--- src/rtl/fetch_sequencer_if.sv ---
// Sequencer <-> datapath/ROM signal bundle; master is the sequencer side.
interface fetch_sequencer_if;
  logic        start_i;
  logic [1:0]  prog_sel_i;
  logic        stall_i;
  logic [7:0]  instr_i;
  logic        flag_i;
  logic [7:0]  br_offset_i;
  logic [7:0]  rom_addr_o;
  logic [7:0]  instr_o;
  logic        instr_valid_o;
  logic        busy_o;
  logic        done_o;
  logic        fault_o;
  logic [15:0] icount_o;

  modport master (
    input  start_i, prog_sel_i, stall_i, instr_i, flag_i, br_offset_i,
    output rom_addr_o, instr_o, instr_valid_o, busy_o, done_o, fault_o, icount_o
  );

  modport slave (
    output start_i, prog_sel_i, stall_i, instr_i, flag_i, br_offset_i,
    input  rom_addr_o, instr_o, instr_valid_o, busy_o, done_o, fault_o, icount_o
  );
endinterface

--- src/rtl/fetch_sequencer.sv ---
// Program sequencer: owns pc, fetches from a combinational ROM with zero latency,
// resolves branch/branchb/halt, one commit per cycle unless stalled.
module fetch_sequencer #(
  parameter logic [7:0] PROG0_BASE = 8'd0,
  parameter logic [7:0] PROG1_BASE = 8'd100,
  parameter logic [7:0] PROG2_BASE = 8'd152
) (
  input  logic              clk_i,
  input  logic              reset_i,
  fetch_sequencer_if.master bus
);

  typedef enum logic [1:0] {S_IDLE, S_RUN, S_HALTED, S_FAULT} state_t;

  localparam logic [7:0] OP_HALT = 8'h88;

  state_t      state_q, state_d;
  logic [7:0]  pc_q, pc_d;
  logic [15:0] icount_q, icount_d;
  logic [7:0]  base_sel;
  logic        is_branch, is_branchb;

  always_comb begin
    case (bus.prog_sel_i)
      2'd1:    base_sel = PROG1_BASE;
      2'd2:    base_sel = PROG2_BASE;
      default: base_sel = PROG0_BASE;
    endcase
  end

  assign is_branch  = (bus.instr_i[7:3] == 5'b11110);
  assign is_branchb = (bus.instr_i[7:3] == 5'b10110);

  always_comb begin
    state_d  = state_q;
    pc_d     = pc_q;
    icount_d = icount_q;
    case (state_q)
      S_RUN: begin
        if (!bus.stall_i) begin
          if (bus.instr_i == OP_HALT) begin
            state_d = S_HALTED;
          end else begin
            if (icount_q != 16'hFFFF) icount_d = icount_q + 16'd1;
            // Branch targets wrap freely; only a sequential step past 255 faults.
            if (is_branch && bus.flag_i) begin
              pc_d = pc_q + 8'd1 + bus.br_offset_i;
            end else if (is_branchb && bus.flag_i) begin
              pc_d = pc_q + 8'd1 - bus.br_offset_i;
            end else if (pc_q == 8'hFF) begin
              state_d = S_FAULT;
            end else begin
              pc_d = pc_q + 8'd1;
            end
          end
        end
      end
      default: begin
        if (bus.start_i) begin
          state_d  = S_RUN;
          pc_d     = base_sel;
          icount_d = 16'd0;
        end
      end
    endcase
  end

  always_ff @(posedge clk_i or posedge reset_i) begin
    if (reset_i) begin
      state_q  <= S_IDLE;
      pc_q     <= 8'd0;
      icount_q <= 16'd0;
    end else begin
      state_q  <= state_d;
      pc_q     <= pc_d;
      icount_q <= icount_d;
    end
  end

  assign bus.rom_addr_o    = pc_q;
  assign bus.busy_o        = (state_q == S_RUN);
  assign bus.done_o        = (state_q == S_HALTED);
  assign bus.fault_o       = (state_q == S_FAULT);
  assign bus.icount_o      = icount_q;
  assign bus.instr_o       = bus.busy_o ? bus.instr_i : 8'h00;
  assign bus.instr_valid_o = bus.busy_o && (bus.instr_i != OP_HALT);

endmodule

--- src/flat_wrapper.sv ---
// flat-port wrapper written by rule: the top's interface ports become plain ports
module fetch_sequencer_flat 
#(
  parameter logic [7:0] PROG0_BASE = 8'd0,
  parameter logic [7:0] PROG1_BASE = 8'd100,
  parameter logic [7:0] PROG2_BASE = 8'd152
)
  (clk_i, reset_i, bus_start_i, bus_prog_sel_i, bus_stall_i, bus_instr_i, bus_flag_i, bus_br_offset_i, bus_rom_addr_o, bus_instr_o, bus_instr_valid_o, bus_busy_o, bus_done_o, bus_fault_o, bus_icount_o);
  fetch_sequencer_if bus_i ();
  input  logic clk_i;
  input  logic reset_i;
  input wire logic [$bits(bus_i.start_i)-1:0] bus_start_i;
  input wire logic [$bits(bus_i.prog_sel_i)-1:0] bus_prog_sel_i;
  input wire logic [$bits(bus_i.stall_i)-1:0] bus_stall_i;
  input wire logic [$bits(bus_i.instr_i)-1:0] bus_instr_i;
  input wire logic [$bits(bus_i.flag_i)-1:0] bus_flag_i;
  input wire logic [$bits(bus_i.br_offset_i)-1:0] bus_br_offset_i;
  output wire logic [$bits(bus_i.rom_addr_o)-1:0] bus_rom_addr_o;
  output wire logic [$bits(bus_i.instr_o)-1:0] bus_instr_o;
  output wire logic [$bits(bus_i.instr_valid_o)-1:0] bus_instr_valid_o;
  output wire logic [$bits(bus_i.busy_o)-1:0] bus_busy_o;
  output wire logic [$bits(bus_i.done_o)-1:0] bus_done_o;
  output wire logic [$bits(bus_i.fault_o)-1:0] bus_fault_o;
  output wire logic [$bits(bus_i.icount_o)-1:0] bus_icount_o;
  assign bus_i.start_i = bus_start_i;
  assign bus_i.prog_sel_i = bus_prog_sel_i;
  assign bus_i.stall_i = bus_stall_i;
  assign bus_i.instr_i = bus_instr_i;
  assign bus_i.flag_i = bus_flag_i;
  assign bus_i.br_offset_i = bus_br_offset_i;
  assign bus_rom_addr_o = bus_i.rom_addr_o;
  assign bus_instr_o = bus_i.instr_o;
  assign bus_instr_valid_o = bus_i.instr_valid_o;
  assign bus_busy_o = bus_i.busy_o;
  assign bus_done_o = bus_i.done_o;
  assign bus_fault_o = bus_i.fault_o;
  assign bus_icount_o = bus_i.icount_o;
  fetch_sequencer #(.PROG0_BASE(PROG0_BASE), .PROG1_BASE(PROG1_BASE), .PROG2_BASE(PROG2_BASE)) u_core (.clk_i(clk_i), .reset_i(reset_i), .bus(bus_i));
endmodule
--- config.mk ---
export PLATFORM = sky130hd
export DESIGN_NAME = fetch_sequencer_flat
export DESIGN_NICKNAME = d
export VERILOG_FILES = /design/src/rtl/fetch_sequencer_if.sv /design/src/rtl/fetch_sequencer.sv /design/src/flat_wrapper.sv
export SDC_FILE = /design/constraint.sdc
export NUM_CORES = 1
export LEC_CHECK = 0
export ABC_AREA = 1
export ABC_CLOCK_PERIOD_IN_PS = 4700
export CAP_MARGIN = 20
export CORE_MARGIN = 1
export CORE_UTILIZATION = 50
export DETAILED_ROUTE_END_ITERATION = 10
export GPL_TIMING_DRIVEN = 0
export PLACE_DENSITY = 0.79
export SLEW_MARGIN = 20
export SYNTH_ARGS = -nofsm -noshare
export SYNTH_HDL_FRONTEND = slang
export SYNTH_SLANG_ARGS = --single-unit
--- constraint.sdc ---
create_clock -name clk_i -period 4.7 [get_ports clk_i]
set_input_delay 0.94 -clock clk_i [delete_from_list [all_inputs] [get_ports clk_i]]
set_output_delay 0.94 -clock clk_i [all_outputs]
set_load 0.02 [all_outputs]
### Word level (Yosys, flattened, before mapping)

Index checks and enable logic that the tools add are counted.

| storage, ports and cells | value |
|---|---|
| output and inout bits | 36 |
| input bits | 23 |
| word-level logic and storage cells | 53 |
| register bits after elaboration | 26 |

| cells by class | value |
|---|---|
| muxes and demuxes | 21 |
| equality and inequality tests | 18 |
| $add $sub $neg | 4 |
| reductions and logical operators | 7 |

Operator list:

| kind | number |
|---|---|
| $mux 16 | 5 |
| $mux 8 | 8 |
| $add 16x1->16 const B | 1 |
| $eq 8x8->1 const B | 2 |
| $ne 16x16->1 const B | 1 |
| $pmux 8 s2 | 1 |
| $mux 2 | 7 |
| $eq 5x5->1 const B | 2 |
| $ne 3x3->1 const B | 3 |
| $add 8x1->8 const B | 1 |
| $add 8x8->8 | 1 |
| $ne 8x8->1 const B | 1 |
| $reduce_and 4->1 | 2 |
| $sub 8x8->8 | 1 |
| $eq 2x2->1 const B | 3 |
| $ne 2x2->1 const B | 3 |
| $reduce_and 5->1 | 1 |
| $eq 2x1->1 const B | 2 |
| $ne 4x4->1 const B | 1 |
| $logic_and 1x1->1 | 3 |
| $reduce_bool 2->1 | 1 |

### Logic depth before layout (Yosys ltp)

Gate-level depths: netlist of the first run.

| depth | value |
|---|---|
| depth in word-level cells | 7 |
| depth in mapped cells | 21 |
| mapped depth without buffers | 20 |

### Least setup slack after synthesis of the first run

Ideal clock, no wire load.

| timing | value |
|---|---|
| path type | in2out |
| start | in bus_instr_i[6] |
| end | out bus_instr_valid_o |
| slack | 2.048 ns |
| arrival time | 1.712 ns |
| stages on the path | 5 |
| buffers on the path | 0 |
| required time | 3.760 ns |
| cells stage by stage | inv_2 > nand2_1 > nor3_1 > or2_2 > inv_1 |

| on the way | value |
|---|---|
| longest elaborated chain between the ends | 2 |

Ends and longest elaborated chain:

| item | RTL line | RTL |
|---|---|---|
| start, declared | flat_wrapper.sv:15 | `input wire logic [$bits(bus_i.instr_i)-1:0] bus_instr_i;` |
| $ne 8x8->1 | fetch_sequencer.sv:86 | `assign bus.instr_valid_o = bus.busy_o && (bus.instr_i != OP_HALT);` |
| $logic_and 1x1->1 | fetch_sequencer.sv:86 |  |
| end, declared | flat_wrapper.sv:20 | `output wire logic [$bits(bus_i.instr_valid_o)-1:0] bus_instr_valid_o;` |

No other way between the ends.

### Final worst setup path of the first run

Ends and elaborated chain as after synthesis.

==> flow_summary.toml, run 1 <==
[status]
status = "complete, no violations"

[drt]
drcViolationCount = 0
wirelength_um = 6490
dr_total_vias = 2716
viasPerCell = 5.305
drt_iter0_markers = 177
drtPass1Iterations = 5
postRouteAntennaNets = 0
wl_per_cell_um = 12.68

[logic_synthesis]
synth_area_sq_um = 2555
synthCells = 383
syn_nets = 424
synth.most_common_cell = "nand2_1"
synth.top_cell.area_share_pct = 25.47
synth-seq-cells = 26
synthTopCellsByCount = "nand2_1, inv_1, nor2_1"
yosys_warnings = 0
synth_seq_area_share_pct = 25.47
synth_edf_count = 0
postSynthAreaPerCell_sq_um = 6.671
ys_top_cells_by_area = "dfrtp_1, nand2_1, inv_1, ha_1, nor2_1"
ys_types = 43
async_flop_share_pct = 100.0
ys.flop_type = "dfrtp_1"
synth_area_leader_cell = "dfrtp_1"

[global_routing]
grt_use_total_pct = 24.96
grt_max_degree = 27
antenna_found_initial = 0
grt_overflow = 0
grt_pass1_vias = 2379
grt_pass1_wl_um = 10610

[worst_hold_path]
hold_path.class = "register to register"

[die]
initial_utilization_pct = 53.04
pin_count = 59
fp.dieH_um = 73.49
std_cell_rows = 25
core-area_sq_um = 4817
dieArea_sq_um = 5400
die_width_um = 73.49

[cells_and_area]
drive_above_1_share_pct = 6.966
multi_input_area_sq_um = 1607
syn2layout_area_growth_pct = 28.16
register_area_sq_um = 650.6
design_area_sq_um = 3274
n_antenna_cell = 0
nets = 487
fillers = 444

[clock_network]
cts_tree = "done"
postCtsSetupRepairBufs = 0
cts.sink_count = 26
hold_buffers = 0
cts_resized = 0
clk_pin_slew_ns = 0.09
htree_num_levels = 1
insertion_delay_ns = 0.28
cts_root_buf = "clkbuf_8"
ctsLongestPathBuffers = 2
cts_made_buffers = 3

[timing]
fin_crit_ns = 3.667
drv_slew = 0
fmax_mhz = 272.7
finalHoldViolations = 0
slew_headroom_pct = 34.71
setup_tns_ns = 0
fin_hold_ws_ns = 0.5576
setup_viol = 0
fin_skew_ns = 0.001014
worst_pin_slew_ns = 0.9734
min_period_over_period_pct = 78.03
rsz0062_at_grt = "no"

[setup_path]
cp-start-kind = "input port"
critical_path_arrival_ns = 2.73
path_max_fanout = 3
path_cells = "clkdlybuf4s50_1 -> inv_2 -> nand2_1 -> nor3_1 -> or2_2 -> inv_1 -> clkdlybuf4s50_1"
slowest_delay_ns = 0.55
crit_slowest_cell = "clkdlybuf4s50_1"
critical_path_class = "input port to output pin"
cp-end-kind = "output pin"
required_ns = 3.76
critPathMostFrequentCell = "clkdlybuf4s50_1"

[run]
maxCapViolCount = 0

[placed_design]
io_buffers = 58
dp_hpwl_um = 5169
dpl_cell_area_sq_um = 3219
gp_congestion = 0.8932

[pwr]
ir_worst_vdd_v = 0.0003457
p_leak_nw = 1.517
power_density_nw_per_um2 = 526.4
through the flow:
stage / power (mW) / instances / utilization, % / worst slack, ns
2_1_floorplan: 1.182 / 383 / - / 2.048
4_1_cts: 1.716 / 512 / 67.97 / 1.015
3_5_place_dp: 1.560 / 508 / 66.83 / 1.030
6_report: 1.724 / 512 / 67.97 / 1.033
3_3_place_gp: 1.537 / 508 / 66.83 / 1.056
5_1_grt: 1.889 / 512 / 67.97 / 0.8750
state kept, by name, indices dropped and copies added (netlist names):
| name | cells |
|---|---|
| u_core.bus.rom_addr_o | 8 |
| u_core.bus.icount_o | 16 |
| u_core.state_q | 2 |
metal layers:
| metal | global-route usage (%) | share of wire, % | vias up |
|---|---|---|---|
| met3 | 5.075 | 7.0 | 4 |
| met2 | 39.35 | 45 | 122 |
| met5 | 0 | 0 | - |
| li1 | - | - | 1362 |
| met1 | 36.01 | 47 | 1228 |
| met4 | 3.419 | 0.34 | 0 |
placed cells by master (no fill, tap or decap), types with 2 or more instances in the layout:
master           synthesis  layout
o211ai_1                 4       4
o21ai_0                 14      14
nand3b_1                 3       3
a21oi_1                 20      20
nand2_1                 87      87
ha_1                    16      16
nand4_1                  5       5
o31ai_2                  2       2
buf_6                    2       2
o31ai_1                  6       6
o21bai_1                 2       2
nor3_1                   9       9
nor2_1                  47      47
clkbuf_8                 0       4
inv_1                   56      55
nand3_1                 30      30
inv_2                    6       6
nand2_2                  3       3
fa_1                     2       2
o21ai_1                  5       5
xor2_1                  14      14
clkdlybuf4s50_1          0      58
buf_2                    3       3
dfrtp_1                 26      26
final timing paths:
kind                                                      start                              endpoint  slack, ns  depth (start not counted)
min                          u_core.bus.icount_o[8]$_DFFE_PP0P_    u_core.bus.icount_o[8]$_DFFE_PP0P_       0.56                          2
max reg2reg                u_core.bus.rom_addr_o[0]$_DFFE_PP0P_  u_core.bus.rom_addr_o[7]$_DFFE_PP0P_       2.08                         16
min in group asynchronous                               reset_i  u_core.bus.rom_addr_o[6]$_DFFE_PP0P_       1.08                          2
max in group asynchronous                               reset_i  u_core.bus.rom_addr_o[1]$_DFFE_PP0P_       3.17                          2
max                                              bus_instr_i[6]                     bus_instr_valid_o       1.03                          7
min reg2reg                  u_core.bus.icount_o[8]$_DFFE_PP0P_    u_core.bus.icount_o[8]$_DFFE_PP0P_       0.56                          2
kinds of logic (layout without fill, tap and decap cells):
kind of cell / Yosys count / count (layout) / share of synthesized area (%)
buf+inv: 71 / 133 / 11.65
compound gates: 60 / 60 / 14.59
flops: 26 / 26 / 25.47
fa+ha+maj: 18 / 18 / 9.403
xor+xnor: 15 / 15 / 5.142
simple gates: 193 / 193 / 33.74
where the power goes:
group          internal (mW)  switching [mW]  total [mW]
sequential             0.278          0.0758       0.354
combinational          0.476           0.743        1.22
clock                 0.0751          0.0753       0.150
worst max-delay path, delay by kind of cell:
family | cells | cell delay [ns]
simple gates | 3 | 0.67
buf+inv | 4 | 1.11
layout make-up:
class	count	share of cell area (%)
multi-input combinational	286	49.06
sequential	26	19.87
timing repair buffer	58	17.73
inverter	63	7.260
tap	67	2.560
buffer	8	1.834
clock buffer	4	1.681
Note: power is estimated with default switching activity, not from simulation.
==> inputs of run 2 (changes only) <==
ABC_CLOCK_PERIOD_IN_PS = 3300   (was 4700)
CORE_UTILIZATION = 46   (was 50)
PLACE_DENSITY = 0.76   (was 0.79)
clock period = 3.3 ns   (was 4.7 ns; I/O delays follow)
==> run 2 against run 1 <==
  * Die area up 8.4%
  * First-iteration DRC count grew 16%
  * Cell count grew 0.59%
  * Sequential power increased by 43%
  * Wire length barely moved
  * Via count is 2.7% lower
  * Critical path depth did not move
  * Combinational power is 42% higher
  * Worst setup slack worse by 0.84 ns
  * Utilization decreased by 5.0 points
  * Global-route usage shrank 1.7 points
  * Clock skew rose by 0.0058 ns
  * Largest power group unchanged
  * Highest routed layer unchanged
==> flow_summary.toml, run 2 (synthesized netlist as in run 1, its figures left out) <==
[status]
status = "complete, no violations"

[die]
die_width_um = 76.53
std_cell_rows = 26
initial_utilization_pct = 48.78
core-area_sq_um = 5238
fp.dieH_um = 76.53
pin_count = 59
dieArea_sq_um = 5856

[setup_path]
critPathMostFrequentCell = "clkdlybuf4s50_1"
slowest_delay_ns = 0.54
path_cells = "clkdlybuf4s50_1 -> inv_2 -> nand2_1 -> nor3_2 -> or2_2 -> inv_1 -> clkdlybuf4s50_1"
crit_slowest_cell = "clkdlybuf4s50_1"
cp_num_buf_inv = 4
cp-start-kind = "input port"
required_ns = 2.64
crit_family = "buffers and inverters"
path_max_fanout = 3
critical_path_arrival_ns = 2.44
cp-end-kind = "output pin"
critical_path_class = "input port to output pin"

[cells_and_area]
design_area_sq_um = 3299
final_cell_mix = "nand2_1, clkdlybuf4s50_1, inv_1"
multi_input_area_sq_um = 1612
final_common_cell = "nand2_1"
n_antenna_cell = 0
register_area_sq_um = 650.6
drive_above_1_share_pct = 7.416
syn2layout_area_growth_pct = 29.14
fillers = 494
largest_reg_flops = 16
nets = 487

[drt]
drtPass1Iterations = 5
drcViolationCount = 0
postRouteAntennaNets = 0
drt_iter0_markers = 205
wl_per_cell_um = 12.61
viasPerCell = 5.130
wirelength_um = 6493
dr_total_vias = 2642

[pwr]
finalPower_mw = 2.512
pwr-share-comb_pct = 69.1
p_leak_nw = 1.527
ir_worst_vdd_v = 0.0004146
switching_power_mw = 1.277
power_density_nw_per_um2 = 761.3
p_seq_share_pct = 20.1
sw_frac_of_total_pct = 50.83
internal_power_mw = 1.235
p_clk_share_pct = 10.8

[timing]
setup_tns_ns = 0
rsz0062_at_grt = "no"
fin_crit_ns = 3.104
finalHoldViolations = 0
fmax_mhz = 322.2
fin_hold_ws_ns = 0.5689
drv_slew = 0
slew_headroom_pct = 63.05
worst_pin_slew_ns = 0.5534
min_period_over_period_pct = 94.06
fin_skew_ns = 0.006849
setup_viol = 0

[clock_network]
ctsLongestPathBuffers = 2
cts_made_buffers = 3
cts.sink_count = 26
insertion_delay_ns = 0.28
cts_tree = "done"
clk_pin_slew_ns = 0.10
htree_num_levels = 1
cts_root_buf = "clkbuf_8"
hold_buffers = 0

[placed_design]
gp_congestion = 0.9426
dpl_cell_area_sq_um = 3223
io_buffers = 58
dp_hpwl_um = 5215

[global_routing]
grt_max_degree = 27
grt_use_total_pct = 23.25
grt_overflow = 0
antenna_found_initial = 0
grt_pass1_vias = 2439
grt_pass1_wl_um = 11120

[worst_hold_path]
hold_path.class = "register to register"

[run]
maxCapViolCount = 0
[run 2: what timing repair did]
item                       4_1_cts  5_1_grt
setup endpoints to repair        1        0
setup buffers                    0        0
gates resized for setup          1        0
[run 2: power by group through the flow]
stage	registers (mW)	clock network [mW]	logic, mW
2_1_floorplan	0.564	0	1.12
3_3_place_gp	0.506	0	1.69
3_5_place_dp	0.510	0	1.72
4_1_cts	0.505	0.275	1.73
5_1_grt	0.523	0.286	1.94
6_report	0.506	0.271	1.73
[run 2: worst paths after layout]
kind / to / slack, ns / startpoint / cells past startpoint
max in group asynchronous: u_core.bus.icount_o[3]$_DFFE_PP0P_ / 2.18 / reset_i / 2
min in group asynchronous: u_core.bus.icount_o[12]$_DFFE_PP0P_ / 0.75 / reset_i / 2
worst min register to register: u_core.bus.icount_o[8]$_DFFE_PP0P_ / 0.57 / u_core.bus.icount_o[8]$_DFFE_PP0P_ / 2
worst max register to register: u_core.bus.rom_addr_o[7]$_DFFE_PP0P_ / 0.63 / u_core.bus.rom_addr_o[0]$_DFFE_PP0P_ / 16
worst max-delay path: bus_instr_valid_o / 0.20 / bus_instr_i[6] / 7
worst min-delay path: u_core.bus.icount_o[8]$_DFFE_PP0P_ / 0.57 / u_core.bus.icount_o[8]$_DFFE_PP0P_ / 2
[run 2: metal layers]
layer / routed length, um / track usage (%)
met5: 0 / 0
met3: 305 / 2.515
met4: 61 / 6.923
met2: 3060 / 38.29
met1: 3066 / 31.92
[run 2: final cells by class]
cell class	count	area share [%]
buffer	8	1.820
tap	70	2.655
clock buffer	3	1.251
inverter	63	7.205
sequential	26	19.72
multi-input combinational	286	48.84
clock inverter	1	0.9101
timing repair buffer	58	17.60
[run 2: per-stage QoR]
step / std cells / utilization [%] / setup WS (ns)
finish: 515 / 63.00 / 0.1961
CTS: 515 / 63.00 / 0.2029
global route: 515 / 63.00 / 0.09191
floorplan: 383 / - / 0.9152
detailed placement: 511 / 61.54 / 0.001015
global placement: 511 / 61.54 / 0.02708
[run 2: worst register-to-register path, cell delays in order, from the launching register on]
cell     delay (ns)
dfrtp_1        0.46
ha_1           0.25
nand2_1        0.10
inv_1          0.06
nand2_1        0.07
xor2_1         0.16
inv_1          0.12
ha_1           0.28
buf_2          0.19
inv_1          0.08
a21oi_1        0.18
o21ai_0        0.12
o21ai_0        0.18
nand3_1        0.09
nand2_1        0.09
nand2_1        0.05
a21oi_1        0.13
==> inputs of run 3 (changes only) <==
HOLD_SLACK_MARGIN = 0.03   (was default)
SKIP_LAST_GASP = 1   (was default)
==> results of run 3 <==
The final DEF is identical to that of run 2; final timing and power are the same.
